`src/rtl/sd_pkg.sv`:
```
// Shared definitions for the sigma-delta receive path.
//   SD_WIN_LOG2_DEF : default log2 window length
//   sd_out_w()      : output width needed to hold a full-scale window count
//   sd_state_t      : decimator control state
package sd_pkg;

  localparam int SD_WIN_LOG2_DEF = 8;

  typedef enum logic {SD_IDLE, SD_RUN} sd_state_t;

  // A window of 2^win_log2 samples can count up to 2^win_log2 ones,
  // which needs one bit more than the sample counter.
  function automatic int sd_out_w(input int win_log2);
    return win_log2 + 1;
  endfunction

endpackage

```
`src/rtl/sd_decim_if.sv`:
```
// Result port of the sigma-delta decimator.
//   data_out   : completed window count
//   data_valid : data_out holds an unconsumed result
//   data_ready : consumer accepts data_out
// Handshake: a result transfers on every rising clk edge where
// data_valid and data_ready are both high. The producer keeps data_out
// stable while data_valid is high unless a newer result overwrites it;
// data_ready may be held high permanently.
// Modports: master = decimator side, slave = consumer side.
import sd_pkg::*;

interface sd_decim_if #(
  parameter int OUT_W = sd_out_w(SD_WIN_LOG2_DEF)
);
  logic [OUT_W-1:0] data_out;
  logic             data_valid;
  logic             data_ready;

  modport master (output data_out, output data_valid, input data_ready);
  modport slave  (input data_out, input data_valid, output data_ready);
endinterface

```
`src/rtl/sd_sync2.sv`:
```
// Two-flop synchronizer for a single asynchronous bit (comparator outputs).
//   clk   : destination clock
//   rst_n : synchronous active-low reset, clears both flops
//   d     : asynchronous input
//   q     : synchronized output, two clk edges behind d
module sd_sync2 (
  input  logic clk,
  input  logic rst_n,
  input  logic d,
  output logic q
);

  logic meta;

  always_ff @(posedge clk) begin
    if (!rst_n) begin
      meta <= 1'b0;
      q    <= 1'b0;
    end else begin
      meta <= d;
      q    <= meta;
    end
  end

endmodule

```
`src/rtl/sd_decim.sv`:
```
// Sigma-delta decimator: counts ones in the synchronized modulator
// bitstream over windows of 2^WIN_LOG2 sample strobes and presents each
// completed window count on a valid/ready port.
//   clk, rst_n : system clock, synchronous active-low reset
//   enable     : run enable; low returns to IDLE and clears the path
//   smp_en     : single-cycle sample strobe
//   bit_in     : asynchronous modulator bitstream
//   out_if     : result port (data_out / data_valid / data_ready)
//   overrun    : sticky, a result was overwritten before being consumed
//   state      : current control state, for observation
// Build option: define SD_DECIM_SIGNED_EN to output the two's complement
// value count - 2^(WIN_LOG2-1) instead of the raw count.
module sd_decim
  import sd_pkg::*;
#(
  parameter int WIN_LOG2 = SD_WIN_LOG2_DEF
) (
  input  logic         clk,
  input  logic         rst_n,
  input  logic         enable,
  input  logic         smp_en,
  input  logic         bit_in,
  sd_decim_if.master   out_if,
  output logic         overrun,
  output sd_state_t    state
);

  localparam int OUT_W = sd_out_w(WIN_LOG2);
  localparam logic [WIN_LOG2-1:0] CNT_LAST = '1;

  logic                bs;
  logic [WIN_LOG2-1:0] sample_cnt;
  logic [OUT_W-1:0]    ones_acc;
  logic [OUT_W-1:0]    win_sum;
  logic [OUT_W-1:0]    win_result;
  logic [OUT_W-1:0]    data_out_q;
  logic                data_valid_q;

  sd_sync2 u_sync (
    .clk   (clk),
    .rst_n (rst_n),
    .d     (bit_in),
    .q     (bs)
  );

  // Count including the current sample; at window end this is the total.
  assign win_sum = ones_acc + {{(OUT_W-1){1'b0}}, bs};

`ifdef SD_DECIM_SIGNED_EN
  localparam logic [OUT_W-1:0] HALF = OUT_W'(1) << (WIN_LOG2 - 1);
  // Mid-scale offset removed in the same cycle as the load.
  assign win_result = win_sum - HALF;
`else
  assign win_result = win_sum;
`endif

  assign out_if.data_out   = data_out_q;
  assign out_if.data_valid = data_valid_q;

  always_ff @(posedge clk) begin
    if (!rst_n) begin
      state        <= SD_IDLE;
      sample_cnt   <= '0;
      ones_acc     <= '0;
      data_out_q   <= '0;
      data_valid_q <= 1'b0;
      overrun      <= 1'b0;
    end else begin
      case (state)
        SD_IDLE: begin
          // data_out deliberately keeps the last result.
          sample_cnt   <= '0;
          ones_acc     <= '0;
          data_valid_q <= 1'b0;
          overrun      <= 1'b0;
          if (enable) state <= SD_RUN;
        end
        SD_RUN: begin
          if (!enable) begin
            // Partial window is discarded.
            state        <= SD_IDLE;
            sample_cnt   <= '0;
            ones_acc     <= '0;
            data_valid_q <= 1'b0;
            overrun      <= 1'b0;
          end else begin
            if (data_valid_q && out_if.data_ready) data_valid_q <= 1'b0;
            if (smp_en) begin
              sample_cnt <= sample_cnt + 1'b1;
              if (sample_cnt == CNT_LAST) begin
                // Window end overrides the accept clear: a new result is
                // always valid. Overrun only if the old one was not taken.
                data_out_q   <= win_result;
                ones_acc     <= '0;
                data_valid_q <= 1'b1;
                if (data_valid_q && !out_if.data_ready) overrun <= 1'b1;
              end else begin
                ones_acc <= win_sum;
              end
            end
          end
        end
        default: state <= SD_IDLE;
      endcase
    end
  end

endmodule

```
`src/flat_wrapper.sv`:
```
// flat-port wrapper written by rule: the top's interface ports become plain ports
module sd_decim_flat import sd_pkg::*;
#(
  parameter int WIN_LOG2 = SD_WIN_LOG2_DEF
)
  (clk, rst_n, enable, smp_en, bit_in, overrun, state, out_if_data_out, out_if_data_valid, out_if_data_ready);
  sd_decim_if out_if_i ();
  input  logic clk;
  input  logic rst_n;
  input  logic enable;
  input  logic smp_en;
  input  logic bit_in;
  output logic overrun;
  output sd_state_t state;
  output wire logic [$bits(out_if_i.data_out)-1:0] out_if_data_out;
  output wire logic [$bits(out_if_i.data_valid)-1:0] out_if_data_valid;
  input wire logic [$bits(out_if_i.data_ready)-1:0] out_if_data_ready;
  assign out_if_data_out = out_if_i.data_out;
  assign out_if_data_valid = out_if_i.data_valid;
  assign out_if_i.data_ready = out_if_data_ready;
  sd_decim #(.WIN_LOG2(WIN_LOG2)) u_core (.clk(clk), .rst_n(rst_n), .enable(enable), .smp_en(smp_en), .bit_in(bit_in), .out_if(out_if_i), .overrun(overrun), .state(state));
endmodule
```
`config.mk`:
```
export PLATFORM = sky130hd
export DESIGN_NAME = sd_decim_flat
export DESIGN_NICKNAME = d
export VERILOG_FILES = /design/src/rtl/sd_pkg.sv /design/src/rtl/sd_decim_if.sv /design/src/rtl/sd_sync2.sv /design/src/rtl/sd_decim.sv /design/src/flat_wrapper.sv
export SDC_FILE = /design/constraint.sdc
export NUM_CORES = 1
export LEC_CHECK = 0
export ABC_CLOCK_PERIOD_IN_PS = 1700
export CAP_MARGIN = 20
export CORE_AREA = 2 2 62 64
export CTS_CLUSTER_SIZE = 8
export DETAILED_ROUTE_END_ITERATION = 7
export DIE_AREA = 0 0 64 66
export PLACE_DENSITY = 0.57
export SETUP_SLACK_MARGIN = 0.3
export SYNTH_ARGS = -nofsm -noshare
export SYNTH_HDL_FRONTEND = slang
export SYNTH_SLANG_ARGS = --single-unit
export TNS_END_PERCENT = 20
```
`constraint.sdc`:
```
create_clock -name clk -period 1.7 [get_ports clk]
set_input_delay 0.51 -clock clk [delete_from_list [all_inputs] [get_ports clk]]
set_output_delay 0.51 -clock clk [all_outputs]
set_load 0.01 [all_outputs]
```
Yosys cells after proc, flatten, opt, wreduce, memory -nomap -nowiden
Index checks and enable logic that the tools add are counted.
- bits in registers: 31
- latch bits: 0
- memory bits (writable): 0
- ROM bits: 0
- output and inout bits: 12
- logic and storage cells: 38
- memories kept: 0
- add/sub/neg operators: 2
- $mul: 0
- div/mod/pow operators: 0
- order comparisons: 0
- equal/unequal tests: 4
- shift-type cells: 0
- mux-type cells: 18
- bitwise logic cells: 1
- reduce and logical (&&, ||, !) cells: 5
- operator list (cell ; count):
    2-to-1 mux 9 bit ; 3
    case mux 9 bit (2 select lines) ; 1
    2-to-1 mux 8 bit ; 2
    case mux 8 bit (2 select lines) ; 1
    adder 9 x 1 -> 9 bit ; 1
    2-to-1 mux 1 bit ; 9
    inequality test 3 bit (second input constant) ; 3
    adder 8 x 1 -> 8 bit (second input constant) ; 1
    == test 8 bit (second input constant) ; 1
    case mux 1 bit (2 select lines) ; 2
    AND reduction 4 bit ; 1
    AND reduction 3 bit ; 1
    logical AND 1 bit ; 2
    logical NOT 1 bit ; 1
    inverter 1 bit ; 1

Logic depth before layout (Yosys ltp)
Gate-level depths: netlist of the first run.
- depth after elaboration: 7
- depth in mapped cells: 7
- depth with buffers taken out: 6

Cells and area by module
A second synthesis of the first run with hierarchy kept.
- cell total of the unflattened synthesis: 143
- area, all modules: 1355.0 µm²
- by module, submodules not included (module ; times used ; cells each ; area an instance (µm²) ; sequential area each (µm²)):
    sd_decim ; 1 ; 139 ; 1302.5 ; 580.6
    sd_sync2 ; 1 ; 4 ; 52.6 ; 40.0

Least setup slack after synthesis of the first run
OpenSTA, ideal clock, no wires.
- kind: input-to-reg
- from: input port smp_en
- to: register u_core.sample_cnt[6]
- library setup time: 0.127 ns
- data arrival time: 1.340 ns
- required time: 1.573 ns
- slack: 0.234 ns
- cell stages on the path: 6
- buffers on the path: 2
- cells stage by stage: buf_6 > and3b_1 > buf_6 > nor4b_4 > xnor2_1 > nor2_1
- longest elaborated chain between the ends: 1
- ends and longest elaborated chain (what ; RTL line ; RTL):
    start, declared ; flat_wrapper.sv:11 ; input logic smp_en;
    inequality test 3 bit (no source line) ; -- ;
    end signal, assigned ; sd_decim.sv:89 ; sample_cnt <= sample_cnt + 1'b1;
    end, declared ; sd_decim.sv:32 ; logic [WIN_LOG2-1:0] sample_cnt;
Every way passes these cells.
A chain may end at the register's enable or synchronous reset.

Worst setup path after layout of the first run
- from: register u_core.data_out_q[5], in the netlist u_core.out_if.data_out[5]
- to: output port out_if_data_out[5]
- RTL lines (what ; RTL line ; RTL):
    start, declared ; sd_decim.sv:36 ; logic [OUT_W-1:0] data_out_q;
    start signal, assigned ; sd_decim.sv:93 ; data_out_q <= win_result;
    end, declared ; flat_wrapper.sv:15 ; output wire logic [$bits(out_if_i.data_out)-1:0] out_if_data_out;
No word-level cell between the ends.

==> impl_metrics.env, run 1 <==
export IMPL_cts_sinks=31
export IMPL_ys_top_cells_by_count="dfxtp_1, nand2_1, nand3_1, nor2_1, a21oi_1"
export IMPL_ys_types=32
export IMPL_powerDensity_nw_per_um2=668
export IMPL_die_area_um2=4220
export IMPL_setup_slack_ns=0.272
export IMPL_clockBufferDepth=2
export IMPL_ys_seq_elements=31
export IMPL_crit_fanout=2
export IMPL_syn_area_um2=1380
export IMPL_critPathRequiredTime_ns=1.19
export IMPL_grt_max_degree=21
export IMPL_clock_skew_ns=0.0111
export IMPL_portBuffers=17
export IMPL_max_clock_freq_ghz=0.700
export IMPL_synth_area_leaders="dfxtp_1, xor2_1, nand2_1"
export IMPL_rows=22
export IMPL_holdWs_ns=0.441
export IMPL_min_period_ns=1.43
export IMPL_synthToLayoutAreaGrowth_pct=28.8
export IMPL_initial_core_util=0.388
export IMPL_async_flop_share=0
export IMPL_via_per_inst=4.99
export IMPL_holdCritStartpoint="u_core.u_sync.meta$_SDFF_PN0_"
export IMPL_overflow=0
export IMPL_firstDrtPassIters=4
export IMPL_post_route_util=0.500
export IMPL_synth_enable_flop_cells=0
export IMPL_coreArea_um2=3550
export IMPL_synth_most_common_cell="dfxtp_1"
export IMPL_wl_per_cell_um=12.0
export IMPL_route_vias_total=1132
export IMPL_synth_flop_cell="dfxtp_1"
export IMPL_syn_inst=148
export IMPL_slew_violations=0
export IMPL_io_pins=18
export IMPL_die_w_um=64
export IMPL_drc=0
export IMPL_pre_cts_ws_ns=-0.251
export IMPL_hold_path_class="register to register"
export IMPL_grt_pass1_vias=1060
export IMPL_grt_pass1_wl_um=4620
export IMPL_drt_antenna_violating_nets=0
export IMPL_start_kind="register"
export IMPL_yosysSeqAreaShare=0.450
export IMPL_htreeDepth=2
export IMPL_rsz0062_at_grt="yes"
export IMPL_cts_tree="built"
export IMPL_track_usage=0.145
export IMPL_path_delay_family="flip-flops"
export IMPL_criticalPathCategory="register to output pin"
export IMPL_syn_area_per_cell_um2=9.31
export IMPL_slowest_stage="dfxtp_1"
export IMPL_fin_crit_sh=0.840
export IMPL_crit_start="u_core.out_if.data_out[5]$_SDFFE_PN0P_"
export IMPL_path_buf_inv=1
export IMPL_p_leak_nw=0.690
export IMPL_antenna_found_initial=0
export IMPL_final_setup_viol_count=0
export IMPL_hold_viol=0
export IMPL_drive_gt1_frac=0.291
export IMPL_critPathArrivalTime_ns=0.92
export IMPL_status="finished clean"
export IMPL_layout_nets=187
export IMPL_synth_top_area_cell="dfxtp_1"
export IMPL_cts_buffers=5
export IMPL_diodes=0
export IMPL_clock_root_buffer="clkbuf_4"
export IMPL_crit_chain="dlygate4sd2_1"
export IMPL_syn_num_nets=157
export IMPL_maxCapViolations=0
export IMPL_ys_warnings_count=0
export IMPL_worst_pin_slew_ns=0.248
export IMPL_clock_latency_ns=0.33
export IMPL_drt_iter0_markers=59
export IMPL_irDropWorstVdd_uv=319
export IMPL_reg2reg_from="u_core.ones_acc[0]$_SDFFE_PN0P_"
export IMPL_clk_pin_slew_ns=0.09
export IMPL_dieHeight_um=66
export IMPL_slew_headroom=0.835
export IMPL_cp_end_kind="output pin"
export IMPL_synth_top_area_frac=0.450
export IMPL_hpwl_um=1980
export IMPL_cp_slowest_stage_delay_ns=0.33
export IMPL_place_gp_congestion=0.811
export IMPL_routed_wl_um=2720
## metrics by stage
stage / total power, mW / cells / setup TNS (ns) / cell area [µm²]
2_1_floorplan: 0.778 / 148 / 0 / 1400
3_3_place_gp: 0.805 / 217 / -4.15 / 1650
3_5_place_dp: 0.805 / 217 / -4.78 / 1650
4_1_cts: 1.21 / 226 / 0 / 1690
5_1_grt: 1.26 / 227 / 0 / 1770
6_report: 1.18 / 227 / 0 / 1770
## path summary, 6_finish.rpt
kind	to	slack [ns]	depth (start not counted)
setup / recovery	out_if_data_out[5]	0.27	1
setup reg to reg	u_core.ones_acc[4]$_SDFFE_PN0P_	0.32	6
hold / removal	u_core.u_sync.q$_SDFF_PN0_	0.44	1
hold reg to reg	u_core.u_sync.q$_SDFF_PN0_	0.44	1
## layout make-up
cell class / count / area (µm²)
Clock inverter: 1 / 5.00
Inverter: 2 / 7.51
Fill cell: 340 / 1780
Tap cell: 48 / 60.1
Multi-Input combinational cell: 108 / 777
Timing Repair Buffer: 30 / 238
Sequential cell: 31 / 642
Clock buffer: 7 / 45.0
## state kept, by name, summed over array words and instances (netlist names)
register,flops
u_core.out_if.data_valid,1
u_core.sample_cnt,8
u_core.state,1
u_core.overrun,1
u_core.out_if.data_out,9
u_core.u_sync.meta,1
u_core.ones_acc,9
u_core.u_sync.q,1
## report_power, final
part / switching (mW) / internal, mW / total (mW)
clock network: 0.241 / 0.161 / 0.402
logic: 0.0280 / 0.0263 / 0.0543
registers: 0.00200 / 0.727 / 0.729
total: 0.271 / 0.914 / 1.18
## layout by cell type (no fill, tap or decap), types with 4 or more instances in the layout
cell type       n
dfxtp_1        18
nand2_1        14
buf_4          12
dfxtp_2        11
nor2_1         10
a21oi_1         8
nand3_1         8
xor2_1          7
o21ai_0         7
a31oi_1         6
dlygate4sd2_1   6
xnor2_1         5
clkbuf_4        5
buf_2           5
nor2b_1         4
nand4_1         4
## timing repair
| item | 4_1_cts | 5_1_grt |
|---|---|---|
| buffers inserted | 1 | 1 |
| setup endpoints to repair | 36 | 27 |
| hold buffers | 0 | 0 |
| gates resized for setup | 38 | 26 |
| pin swaps | 0 | 9 |
## kinds of logic (layout without fill, tap and decap cells)
group	count (synthesis)	count (layout)	synth area share
xor+xnor	13	13	0.0827
flops	31	31	0.451
fa+ha+maj	3	3	0.0273
compound gates	30	30	0.139
simple gates	59	59	0.237
buf+inv	9	40	0.0418
mux	3	3	0.0218
## per-layer routing
layer,vias up,global-route usage,share of wire
met5,-,0,0
met3,5,0.0562,0.039
met1,528,0.178,0.50
met4,0,0.0761,0.018
li1,584,-,-
met2,15,0.220,0.45
Note: power is estimated with default switching activity, not from simulation.
==> run 2: changes to the inputs <==
--- a/config.mk
+++ b/config.mk
@@ -5,7 +5,7 @@
 export SDC_FILE = /design/constraint.sdc
 export NUM_CORES = 1
 export LEC_CHECK = 0
-export ABC_CLOCK_PERIOD_IN_PS = 1700
+export ABC_CLOCK_PERIOD_IN_PS = 1400
 export CAP_MARGIN = 20
 export CORE_AREA = 2 2 62 64
 export CTS_CLUSTER_SIZE = 8
==> constraint.sdc (replaced) <==
create_clock -name clk -period 1.4 [get_ports clk]
set_input_delay 0.42 -clock clk [delete_from_list [all_inputs] [get_ports clk]]
set_output_delay 0.42 -clock clk [all_outputs]
set_load 0.01 [all_outputs]
==> impl_metrics.env, run 2 (same netlist as run 1, synthesis figures left out) <==
export IMPL_status="finished clean"
export IMPL_layout_nets=201
export IMPL_p_total_mw=1.64
export IMPL_cts_buffers=5
export IMPL_cts_sinks=31
export IMPL_initial_core_util=0.388
export IMPL_drt_antenna_violating_nets=0
export IMPL_rrSetupSlack_ns=0.01
export IMPL_regToRegEndpoint="u_core.out_if.data_out[0]$_SDFFE_PN0P_"
export IMPL_clk_pin_slew_ns=0.10
export IMPL_grt_max_degree=21
export IMPL_synthToLayoutAreaGrowth_pct=51.0
export IMPL_p_leak_nw=0.792
export IMPL_dieHeight_um=66
export IMPL_reg2reg_from="u_core.sample_cnt[3]$_SDFFE_PN0P_"
export IMPL_io_pins=18
export IMPL_irDropWorstVdd_uv=503
export IMPL_start_kind="register"
export IMPL_pwr_share_seq=0.539
export IMPL_p_int_mw=1.29
export IMPL_pre_cts_ws_ns=-0.580
export IMPL_fill_cells=319
export IMPL_wl_per_cell_um=13.7
export IMPL_hold_end="u_core.state$_SDFF_PN0_"
export IMPL_max_clock_freq_ghz=0.721
export IMPL_grt_pass1_vias=1192
export IMPL_antenna_found_initial=0
export IMPL_worst_pin_slew_ns=0.271
export IMPL_critPathArrivalTime_ns=1.63
export IMPL_setup_slack_ns=0.0138
export IMPL_place_gp_congestion=0.776
export IMPL_coreArea_um2=3550
export IMPL_drive_gt1_frac=0.490
export IMPL_track_usage=0.172
export IMPL_hold_depth=2
export IMPL_overflow=0
export IMPL_final_setup_viol_count=0
export IMPL_fin_crit_sh=0.990
export IMPL_p_comb_frac=0.049
export IMPL_route_vias_total=1238
export IMPL_setup_tns_ns=0
export IMPL_diodes=0
export IMPL_placed_cell_area_um2=1780
export IMPL_critPathRequiredTime_ns=1.64
export IMPL_cp_end_kind="register"
export IMPL_clock_latency_ns=0.34
export IMPL_holdBufCountCts=0
export IMPL_hold_path_class="input port to register"
export IMPL_hpwl_um=2110
export IMPL_final_cell_mix="buf_4, dfxtp_2, dfxtp_1, nand2_1, buf_6"
export IMPL_criticalPathCategory="register to register"
export IMPL_htreeDepth=2
export IMPL_final_common_cell="buf_4"
export IMPL_routed_wl_um=3290
export IMPL_slew_headroom=0.819
export IMPL_clock_root_buffer="clkbuf_4"
export IMPL_crit_fanout=8
export IMPL_drt_iter0_markers=40
export IMPL_clkPwrFrac=0.412
export IMPL_die_area_um2=4220
export IMPL_final_cells=240
export IMPL_placed_cells=225
export IMPL_rsz0062_at_grt="yes"
export IMPL_holdCritStartpoint="enable"
export IMPL_r2r_cells=5
export IMPL_maxCapViolations=0
export IMPL_firstDrtPassIters=4
export IMPL_portBuffers=17
export IMPL_powerDensity_nw_per_um2=791
export IMPL_rows=22
export IMPL_drc=0
export IMPL_power_switching_mw=0.353
export IMPL_clockBufferDepth=2
export IMPL_via_per_inst=5.16
export IMPL_grt_pass1_wl_um=5460
export IMPL_clock_skew_ns=0.00593
export IMPL_die_w_um=64
export IMPL_slew_violations=0
export IMPL_cts_tree="built"
export IMPL_final_area_um2=2080
export IMPL_switching_share=0.215
export IMPL_hold_viol=0
export IMPL_min_period_ns=1.39
run 2: cell count changes in the layout (fill, tap and decap cells not counted), moves of 3 or more:
cell | before | now
nand2_1 | 14 | 11
buf_4 | 12 | 23
o21ai_0 | 7 | 4
o21ai_2 | 0 | 3
dfxtp_2 | 11 | 15
dlygate4sd2_1 | 6 | 0
dfxtp_1 | 18 | 14
nor3_1 | 3 | 0
clkbuf_2 | 1 | 5
buf_2 | 5 | 0
buf_6 | 1 | 11
run 2: critical path, cell delays in order, from the launching register on:
cell	delay [ns]
dfxtp_2	0.37
nand4_1	0.18
nor3_4	0.34
buf_12	0.17
mux2i_1	0.18
nor2b_1	0.06
run 2: worst max-delay path by stage:
stage                                       from                                     end  slack, ns  depth (start not counted)
5_1_grt        u_core.sample_cnt[3]$_SDFFE_PN0P_  u_core.out_if.data_out[0]$_SDFFE_PN0P_      -0.07                          5
2_1_floorplan                             smp_en       u_core.sample_cnt[6]$_SDFFE_PN0P_       0.06                          6
6_report       u_core.sample_cnt[3]$_SDFFE_PN0P_  u_core.out_if.data_out[0]$_SDFFE_PN0P_       0.01                          5
4_1_cts        u_core.sample_cnt[4]$_SDFFE_PN0P_  u_core.out_if.data_out[0]$_SDFFE_PN0P_       0.03                          5
3_3_place_gp                              smp_en         u_core.ones_acc[6]$_SDFFE_PN0P_      -0.47                          6
3_5_place_dp                              smp_en         u_core.ones_acc[6]$_SDFFE_PN0P_      -0.58                          6
run 2: power groups by stage:
stage / Sequential, mW / Clock [mW] / Combinational (mW)
after floorplan: 0.911 / 0 / 0.0348
after global placement: 0.909 / 0 / 0.0765
after detailed placement: 0.909 / 0 / 0.0778
after CTS: 0.889 / 0.695 / 0.0765
after global routing: 0.887 / 0.731 / 0.0892
final: 0.886 / 0.678 / 0.0807
run 2: per-stage QoR:
step / hold WS [ns] / util
6_report: 0.377 / 0.586
5_1_grt: 0.394 / 0.586
4_1_cts: 0.448 / 0.530
3_5_place_dp: 0.423 / 0.502
3_3_place_gp: 0.418 / 0.502
2_1_floorplan: 0.412 / -
run 2: area by class of cell:
type                       count  area [µm²]  share of cell area
clock inverter                 1        30.0              0.0144
clock buffer                   6        41.3              0.0199
inverter                       2        7.51             0.00361
multi-input combinational    108         895               0.430
sequential                    31         647               0.311
tap                           48        60.1              0.0289
timing repair buffer          44         399               0.192
run 2: what timing repair did:
action,in CTS,in global routing
setup buffers,0,7
endpoints found under the setup margin,40,40
cloned,0,1
endpoints found under the hold margin,0,0
pin swaps,2,25
gates resized for setup,56,53
run 2: metal layers:
layer  routed length (µm)  up-vias  global-route usage
li1                     -      619                   -
met1                 1520      587               0.213
met2                 1610       25               0.276
met3                   94        7              0.0358
met4                   70        0              0.0978
met5                    0        -                   0
==> run 3: changes to the inputs <==
--- a/config.mk
+++ b/config.mk
@@ -7,11 +7,11 @@
 export LEC_CHECK = 0
 export ABC_CLOCK_PERIOD_IN_PS = 1400
 export CAP_MARGIN = 20
-export CORE_AREA = 2 2 62 64
+export CORE_AREA = 2 2 54 56
 export CTS_CLUSTER_SIZE = 8
 export DETAILED_ROUTE_END_ITERATION = 7
-export DIE_AREA = 0 0 64 66
-export PLACE_DENSITY = 0.57
+export DIE_AREA = 0 0 56 58
+export PLACE_DENSITY = 0.73
 export SETUP_SLACK_MARGIN = 0.3
 export SYNTH_ARGS = -nofsm -noshare
 export SYNTH_HDL_FRONTEND = slang
==> impl_metrics.env, run 3 (same netlist as run 1, synthesis figures left out) <==
export IMPL_route_vias_total=1243
export IMPL_hold_viol=0
export IMPL_overflow=0
export IMPL_dieHeight_um=58
export IMPL_slew_headroom=0.831
export IMPL_fin_crit_sh=0.977
export IMPL_p_int_mw=1.36
export IMPL_power_switching_mw=0.358
export IMPL_setup_slack_ns=0.0328
export IMPL_pwr_share_seq=0.518
export IMPL_portBuffers=17
export IMPL_rows=19
export IMPL_switching_share=0.208
export IMPL_track_usage=0.217
export IMPL_hold_path_class="register to register"
export IMPL_routed_wl_um=3360
export IMPL_die_w_um=56
export IMPL_slew_violations=0
export IMPL_p_comb_frac=0.053
export IMPL_clock_skew_ns=0.0167
export IMPL_diodes=0
export IMPL_status="finished clean"
export IMPL_final_common_cell="buf_4"
export IMPL_clockBufferDepth=2
export IMPL_start_kind="register"
export IMPL_grt_pass1_vias=1274
export IMPL_layout_nets=198
export IMPL_cts_sinks=31
export IMPL_crit_fanout=7
export IMPL_drive_gt1_frac=0.421
export IMPL_rsz0062_at_grt="yes"
export IMPL_place_gp_congestion=0.851
export IMPL_grt_max_degree=21
export IMPL_min_period_ns=1.37
export IMPL_worst_pin_slew_ns=0.251
export IMPL_drt_antenna_violating_nets=0
export IMPL_via_per_inst=5.62
export IMPL_firstDrtPassIters=4
export IMPL_holdBufCountCts=0
export IMPL_post_route_util=0.744
export IMPL_cts_tree="built"
export IMPL_htreeDepth=2
export IMPL_irDropWorstVdd_uv=1050
export IMPL_pre_cts_ws_ns=-0.523
export IMPL_final_setup_viol_count=0
export IMPL_hpwl_um=2170
export IMPL_cts_buffers=5
export IMPL_antenna_found_initial=0
export IMPL_max_clock_freq_ghz=0.731
export IMPL_initial_core_util=0.517
export IMPL_critPathRequiredTime_ns=1.66
export IMPL_clock_root_buffer="clkbuf_4"
export IMPL_final_cell_mix="buf_4, dfxtp_2, nand2_1, dfxtp_1, buf_6"
export IMPL_setup_tns_ns=0
export IMPL_drt_iter0_markers=44
export IMPL_p_total_mw=1.72
export IMPL_io_pins=18
export IMPL_clk_pin_slew_ns=0.11
export IMPL_drc=0
export IMPL_wl_per_cell_um=15.2
export IMPL_die_area_um2=3250
export IMPL_synthToLayoutAreaGrowth_pct=43.9
export IMPL_clock_latency_ns=0.34
export IMPL_grt_pass1_wl_um=5510
export IMPL_critPathArrivalTime_ns=1.63
export IMPL_powerDensity_nw_per_um2=866
export IMPL_clkPwrFrac=0.429
export IMPL_maxCapViolations=0
export IMPL_criticalPathCategory="register to register"
export IMPL_p_leak_nw=0.770
export IMPL_coreArea_um2=2660
export IMPL_cp_end_kind="register"
-- run 3: worst paths after layout --
| check | start | to | slack, ns | cells past startpoint |
|---|---|---|---|---|
| worst max-delay path | u_core.state$_SDFF_PN0_ | u_core.sample_cnt[3]$_SDFFE_PN0P_ | 0.03 | 4 |
| worst max register to register | u_core.state$_SDFF_PN0_ | u_core.sample_cnt[3]$_SDFFE_PN0P_ | 0.03 | 4 |
| worst min-delay path | u_core.u_sync.meta$_SDFF_PN0_ | u_core.u_sync.q$_SDFF_PN0_ | 0.45 | 1 |
| worst min register to register | u_core.u_sync.meta$_SDFF_PN0_ | u_core.u_sync.q$_SDFF_PN0_ | 0.45 | 1 |
-- run 3: per-stage QoR --
stage	instance area, µm²	hold WS [ns]	std cells
3_5_place_dp	1750	0.435	207
4_1_cts	1900	0.461	218
5_1_grt	1980	0.470	221
3_3_place_gp	1750	0.420	207
6_report	1980	0.450	221
2_1_floorplan	1460	0.412	148
-- run 3: power by group through the flow --
stage	Sequential (mW)	Combinational [mW]	Clock, mW
finish	0.889	0.0915	0.736
global route	0.890	0.0982	0.790
CTS	0.889	0.0774	0.753
detailed placement	0.909	0.0770	0
global placement	0.909	0.0743	0
floorplan	0.911	0.0348	0
-- run 3: final cells by class --
cell class	count	area (µm²)
clock inverter	2	35.0
clock buffer	6	51.3
multi-input combinational	108	810
inverter	2	7.51
sequential	31	642
timing repair buffer	41	398
fill	185	681
tap	31	38.8
-- run 3: critical path, cell delays in order, from the launching register on --
cell and delay (ns):
dfxtp_2 0.34, buf_6 0.13, and3b_2 0.27, or3_4 0.42
a21oi_2 0.13
-- run 3: layer usage --
metal	wire [µm]	global-route usage
met1	1430	0.260
met2	1700	0.371
met3	175	0.0536
met4	49	0.0986
met5	0	0
-- run 3: what timing repair did --
action,in CTS,in global routing
gates cloned,0,1
pin swaps,2,11
endpoints found under the setup margin,40,40
gates resized for setup,55,36
setup buffers,3,2
